[src/rtl/cpu_bus_master_pkg.sv]
// Shared types and defaults for the NES/Famicom CPU-side cartridge bus master.
package cpu_bus_master_pkg;

    localparam int PHI1_CLKS_DEF = 6;
    localparam int PHI2_CLKS_DEF = 6;
    localparam int IRQ_SYNC_DEF  = 2;

    typedef enum logic [1:0] {
        ST_IDLE   = 2'b00,
        ST_ARMED  = 2'b01,
        ST_ACTIVE = 2'b10,
        ST_HOLD   = 2'b11
    } bus_state_e;

    function automatic int period_clks(input int phi1, input int phi2);
        return phi1 + phi2;
    endfunction

endpackage

[src/rtl/cpu_bus_master_phase_gen.sv]
// Free-running m2 generator: PHI1_CLKS clocks low, PHI2_CLKS clocks high.
// Strobes mark the last clk of each phase so registered bus outputs can switch on phase edges.
module cpu_bus_master_phase_gen
    import cpu_bus_master_pkg::*;
#(
    parameter int PHI1_CLKS = PHI1_CLKS_DEF,
    parameter int PHI2_CLKS = PHI2_CLKS_DEF
) (
    input  logic clk,
    input  logic rst_n,
    output logic m2_o,
    output logic last_phi1_o,
    output logic last_phi2_o
);

    localparam int P  = period_clks(PHI1_CLKS, PHI2_CLKS);
    localparam int CW = $clog2(P);
    localparam logic [CW-1:0] CNT_LAST       = CW'(P - 1);
    localparam logic [CW-1:0] CNT_PHI1_LAST  = CW'(PHI1_CLKS - 1);
    localparam logic [CW-1:0] CNT_PHI2_FIRST = CW'(PHI1_CLKS);

    logic [CW-1:0] cnt_q;
    logic [CW-1:0] cnt_d;
    logic          m2_q;
    logic          m2_d;

    // Next phase count; m2 is decoded from it so the m2 flop stays aligned with cnt_q.
    always_comb begin
        cnt_d = cnt_q;
        if (cnt_q == CNT_LAST) begin
            cnt_d = {CW{1'b0}};
        end else begin
            cnt_d = cnt_q + CW'(1);
        end
        m2_d = (cnt_d >= CNT_PHI2_FIRST);
    end

    // Phase counter and m2 registers.
    always_ff @(posedge clk or negedge rst_n) begin
        if (!rst_n) begin
            cnt_q <= {CW{1'b0}};
            m2_q  <= 1'b0;
        end else begin
            cnt_q <= cnt_d;
            m2_q  <= m2_d;
        end
    end

    assign m2_o        = m2_q;
    assign last_phi1_o = (cnt_q == CNT_PHI1_LAST);
    assign last_phi2_o = (cnt_q == CNT_LAST);

endmodule

[src/rtl/cpu_bus_master.sv]
// Request/response host port to NES/Famicom cartridge CPU bus cycles, one transaction per m2 period,
// plus a synchronizer bringing the cart /IRQ back into the clk domain.
module cpu_bus_master
    import cpu_bus_master_pkg::*;
#(
    parameter int PHI1_CLKS = PHI1_CLKS_DEF,
    parameter int PHI2_CLKS = PHI2_CLKS_DEF,
    parameter int IRQ_SYNC  = IRQ_SYNC_DEF
) (
    input  logic        clk,
    input  logic        rst_n,
    input  logic        req_valid,
    output logic        req_ready,
    input  logic        req_rw,
    input  logic [15:0] req_addr,
    input  logic [7:0]  req_wdata,
    output logic        resp_valid,
    output logic [7:0]  resp_rdata,
    output logic        m2,
    output logic        romsel,
    output logic        cpu_rw,
    output logic [14:0] cpu_addr,
    output logic [7:0]  cpu_data_out,
    output logic        cpu_data_oe,
    input  logic [7:0]  cpu_data_in,
    input  logic        irq_n,
    output logic        irq
);

    logic last_phi1_s;
    logic last_phi2_s;
    logic m2_s;

    cpu_bus_master_phase_gen #(
        .PHI1_CLKS (PHI1_CLKS),
        .PHI2_CLKS (PHI2_CLKS)
    ) u_phase_gen (
        .clk         (clk),
        .rst_n       (rst_n),
        .m2_o        (m2_s),
        .last_phi1_o (last_phi1_s),
        .last_phi2_o (last_phi2_s)
    );

    bus_state_e        state_q;
    logic              req_ready_q;
    logic              resp_valid_q;
    logic [7:0]        resp_rdata_q;
    logic              lat_rw_q;
    logic [15:0]       lat_addr_q;
    logic [7:0]        lat_wdata_q;
    logic              romsel_q;
    logic              cpu_rw_q;
    logic [14:0]       cpu_addr_q;
    logic [7:0]        cpu_data_out_q;
    logic              cpu_data_oe_q;
    logic [IRQ_SYNC-1:0] irq_sync_q;
    logic              accept_s;

    assign accept_s = req_valid & req_ready_q;

    // Transaction FSM; every bus output is registered so it switches exactly on phase boundaries.
    always_ff @(posedge clk or negedge rst_n) begin
        if (!rst_n) begin
            state_q        <= ST_IDLE;
            req_ready_q    <= 1'b1;
            resp_valid_q   <= 1'b0;
            resp_rdata_q   <= 8'h00;
            lat_rw_q       <= 1'b1;
            lat_addr_q     <= 16'h0000;
            lat_wdata_q    <= 8'h00;
            romsel_q       <= 1'b1;
            cpu_rw_q       <= 1'b1;
            cpu_addr_q     <= 15'h0000;
            cpu_data_out_q <= 8'h00;
            cpu_data_oe_q  <= 1'b0;
        end else begin
            resp_valid_q <= 1'b0;
            case (state_q)
                ST_IDLE: begin
                    if (accept_s) begin
                        lat_rw_q    <= req_rw;
                        lat_addr_q  <= req_addr;
                        lat_wdata_q <= req_wdata;
                        req_ready_q <= 1'b0;
                        state_q     <= ST_ARMED;
                    end
                end
                ST_ARMED: begin
                    // Only a whole period may be used, so launch exactly at the next period start.
                    if (last_phi2_s) begin
                        cpu_addr_q <= lat_addr_q[14:0];
                        cpu_rw_q   <= lat_rw_q;
                        state_q    <= ST_ACTIVE;
                    end
                end
                ST_ACTIVE: begin
                    if (last_phi1_s) begin
                        romsel_q      <= ~lat_addr_q[15];
                        cpu_data_oe_q <= ~lat_rw_q;
                        if (!lat_rw_q) begin
                            cpu_data_out_q <= lat_wdata_q;
                        end
                    end
                    if (last_phi2_s) begin
                        romsel_q <= 1'b1;
                        if (lat_rw_q) begin
                            resp_rdata_q <= cpu_data_in;
                        end
                        resp_valid_q <= 1'b1;
                        req_ready_q  <= 1'b1;
                        state_q      <= ST_HOLD;
                    end
                end
                ST_HOLD: begin
                    // Write data stays driven for one clk after m2 falls to cover cart hold time.
                    cpu_rw_q      <= 1'b1;
                    cpu_data_oe_q <= 1'b0;
                    if (accept_s) begin
                        lat_rw_q    <= req_rw;
                        lat_addr_q  <= req_addr;
                        lat_wdata_q <= req_wdata;
                        req_ready_q <= 1'b0;
                        state_q     <= ST_ARMED;
                    end else begin
                        state_q <= ST_IDLE;
                    end
                end
                default: begin
                    state_q       <= ST_IDLE;
                    req_ready_q   <= 1'b1;
                    romsel_q      <= 1'b1;
                    cpu_rw_q      <= 1'b1;
                    cpu_data_oe_q <= 1'b0;
                end
            endcase
        end
    end

    // Cart /IRQ synchronizer, inverted to active-high on entry.
    always_ff @(posedge clk or negedge rst_n) begin
        if (!rst_n) begin
            irq_sync_q <= {IRQ_SYNC{1'b0}};
        end else begin
            irq_sync_q <= {irq_sync_q[IRQ_SYNC-2:0], ~irq_n};
        end
    end

    assign req_ready    = req_ready_q;
    assign resp_valid   = resp_valid_q;
    assign resp_rdata   = resp_rdata_q;
    assign m2           = m2_s;
    assign romsel       = romsel_q;
    assign cpu_rw       = cpu_rw_q;
    assign cpu_addr     = cpu_addr_q;
    assign cpu_data_out = cpu_data_out_q;
    assign cpu_data_oe  = cpu_data_oe_q;
    assign irq          = irq_sync_q[IRQ_SYNC-1];

endmodule
[config.mk]
export PLATFORM = sky130hd
export DESIGN_NAME = cpu_bus_master
export DESIGN_NICKNAME = d
export VERILOG_FILES = /design/src/rtl/cpu_bus_master_pkg.sv /design/src/rtl/cpu_bus_master_phase_gen.sv /design/src/rtl/cpu_bus_master.sv
export SDC_FILE = /design/constraint.sdc
export NUM_CORES = 1
export LEC_CHECK = 0
export CAP_MARGIN = 20
export CORE_MARGIN = 1
export CORE_UTILIZATION = 52
export CTS_CLUSTER_DIAMETER = 200
export DETAILED_ROUTE_END_ITERATION = 16
export PLACE_DENSITY_LB_ADDON = 0.08
export SLEW_MARGIN = 30
export SYNTH_ARGS = -nofsm -noshare
export SYNTH_HDL_FRONTEND = slang
export SYNTH_HIERARCHICAL = 1
export SYNTH_SLANG_ARGS = --single-unit
[constraint.sdc]
create_clock -name clk -period 4.2 [get_ports clk]
set_input_delay 0.84 -clock clk [delete_from_list [all_inputs] [get_ports clk]]
set_output_delay 0.84 -clock clk [all_outputs]
set_load 0.1 [all_outputs]
==> summary.md <==
| Metric | Value |
|---|---|
| Status | complete, no violations |
| Top-Level Pins | 75 |
| CTS Hold Bufs | 0 |
| Mean Syn Cell Area | 15.95 sq um |
| H-tree levels | 3 |
| Total number of vias | between 1,500 and 2,000 |
| Layout cell share with drive strength beyond 1 | 0.3060 |
| Clk_lat worst skew | 0.34 ns |
| Final #Nets | a little over 300 |
| DP Area | between 0.003 and 0.004 sq mm |
| Non-filler instance count after layout | around 340 |
| Reg clk slew, reported paths | around 0.070 ns |
| P_leak | roughly 1.9 nW |
| Max cap viols | 0 |
| Root Driver | clkbuf_8 |
| Number of iterations in the first detailed-routing pass | 4 |
| Mapped cell area | a little under 0.003 sq mm |
| Share of the synthesized area in the top cell type | 0.5690 |
| Vias per inst | 5.107 |
| Cts bufs inserted | 9 |
| Setup_tns | 0 ns |
| DRC viols | 0 |
| Crit path from | req_ready |
| Syn Nets | 226 |
| Critical Path RT | 3.36 ns |
| Number of setup buffers added after CTS | 0 |
| Reg2reg start | state_q[1] |
| Crit path arrival time | a little over 2 ns |
| Max Freq | 0.3469 GHz |
| Worst-case clock buffer depth | 2 |
| Clk sinks | 70 |
| Worst Skew | 0.009281 ns |
| First-pass GRT wire length | between 8 and 9 mm |
| Crit-path leading delay family | buffers and inverters |
| Post-Syn Instances | roughly 180 |
| Fin. Hold Viols | 0 |
| WP buf/inv | 1 |
| Yosys top cell by area | dfrtp_1 |
| Library cells used by synthesis | 30 |
| Yosys reg bits | 70 |
| Cell total after placement | approximately 320 |
| Number of setup violations in the final report | 0 |
| Initial antenna violation count | 0 |
| Power Density | ~340 mW/mm^2 |
| RePlAce Congestion | 0.7656 |
| Wirelength per Cell | ~15 um |
| Sequential area share after synthesis | 0.6052 |
| PortBufs | 74 |
| Worst hold path type | register to register |
| Inserted Diodes | 0 |
| Final Instance Area | between 0.003 and 0.004 sq mm |
| CP Cell Sequence | clkdlybuf4s50_1 |
| Kind of end point of the critical path | output port |
| Final Hold Slack | about 0.36 ns |
| Resized cells post-CTS | 0 |
| GR Util All Layers | 0.1883 |
| Tmin final | just under 3 ns |
| Initial DRC count | 57 |
| Post-DP HPWL | around 3.4 mm |
| Initial Util | 0.5542 |
| Worst setup path category | register to output port |
| Final ANT Viol Nets | 0 |
| Layout overhead on the synthesized area | 33.92% |
| Synth area leaders | dfrtp_1, mux2_2, mux2_4 |
| Die height | approximately 77 um |
| Synth warn | 6 |
| Post-Route WL | roughly 5.0 mm |
| VDD IR max | ~200 uV |
| CP Launch Type | register |
| Hold path start | irq_sync_q[0] |
| Max FO, Critical Path | 5 |
| Horiz. Die Dim | 76.72 um |
| CORE AREA | around 0.0052 sq mm |
| Die area | slightly below 0.006 sq mm |
| Crit-path slowest cell | clkdlybuf4s50_1 |
| Slew @ Worst Pin | about 1.0 ns |
| RSZ-0062 raised after global routing | false |
| Slew Limit Fails | 0 |
| Number of global-route vias before repair | around 1,800 |
| Congestion Overflow GR | 0 |
| Period utilization | 0.6863 |
| Max_slew headroom | 0.3262 |
| CTS tree | yes |
| Slowest cell delay on critical path | 1.14 ns |
| Final core utilization | 0.7422 |
| Rows | 26 |
| Largest net degree at the start of global routing | between 70 and 80 |
## area by class of cell
class | count | area, sq um
clock buffer | 15 | 166.4
clock inverter | 1 | 30.03
fill | 371 | 1350
inverter | 7 | 26.28
multi-input combinational | 100 | 1059
sequential | 70 | 1757
tap | 70 | 87.58
timing repair buffer | 75 | 762.0
## layer usage
| layer | vias to the layer above | global-route usage | share of wire |
|---|---|---|---|
| met5 | - | 0 | 0 |
| met2 | 63 | 0.2973 | 0.47 |
| met4 | 0 | 0.07500 | 0.014 |
| met1 | 853 | 0.2278 | 0.44 |
| met3 | 6 | 0.07976 | 0.073 |
| li1 | 804 | - | - |
## where the power goes
part	switching [mW]	leakage (nW)	total, mW	internal (mW)
clock network	0.230	0.0979	0.538	0.308
logic	0.0531	0.847	0.0928	0.0397
registers	0.00185	0.937	0.681	0.679
total	0.285	1.88	1.31	1.03
## Yosys cell counts, drive strengths merged
library cell and count:
dfrtp 66, mux2 59, ha 7, inv 7
buf 5, nor2 5, dfstp 4, nand2 4
nand2b 3, a21oi 2, a22o 2, and3b 2
nor3b 2, o22ai 2, a211oi 1, a21o 1
a221o 1, a2bb2oi 1, a311oi 1, a31oi 1
and2 1, nand3b 1, o21ba 1, o22a 1
or2 1, xnor2 1
## state kept, by name, indices dropped and copies added (netlist names)
register and cells:
lat_wdata_q 8, resp_rdata 8, lat_addr_q 16, irq_sync_q 2, romsel 1, resp_valid 1
state_q 2, cpu_data_oe 1, lat_rw_q 1, u_phase_gen/cnt_q 4, cpu_data_out 8, u_phase_gen/m2_o 1
cpu_rw 1, req_ready 1, cpu_addr 15
## through the flow
stage,setup slack [ns],power (mW)
CTS,1.294,1.329
global route,1.271,1.359
floorplan,2.313,0.7309
global placement,1.494,0.7869
detailed placement,1.451,0.7873
finish,1.317,1.312
## path summary, 6_finish.rpt
kind / slack [ns] / cells after the start / endpoint
max in group asynchronous: 3.28 / 1 / cpu_data_out[5]
min: 0.36 / 0 / irq_sync_q[1]
min reg2reg: 0.36 / 0 / irq_sync_q[1]
min in group asynchronous: 0.48 / 1 / u_phase_gen/cnt_q[0]
max: 1.32 / 1 / req_ready
max reg2reg: 2.02 / 5 / lat_wdata_q[0]
## cells in the final DEF, fill, tap and decap left out, drive strengths merged
cell           instances
a21oi                  2
nand3b                 1
a311oi                 1
and3b                  2
o22ai                  2
nand2                  4
a221o                  1
or2                    1
nor3b                  2
o21ba                  1
nand2b                 3
clkbuf                15
o22a                   1
and2                   1
mux2                  59
inv                    7
a211oi                 1
clkdlybuf4s50         73
dfstp                  4
dfrtp                 66
buf                    2
a22o                   2
a2bb2oi                1
xnor2                  1
nor2                   5
ha                     7
bufinv                 1
a31oi                  1
a21o                   1
## logic make-up after synthesis
| group | after synthesis | synth area share |
|---|---|---|
| flops | 70 | 0.6052 |
| mux | 59 | 0.2560 |
| simple gates | 19 | 0.03794 |
| compound gates | 14 | 0.03751 |
| buf+inv | 12 | 0.03017 |
| fa+ha+maj | 7 | 0.03017 |
| xor+xnor | 1 | 0.003018 |
Note: power is estimated with default switching activity, not from simulation.
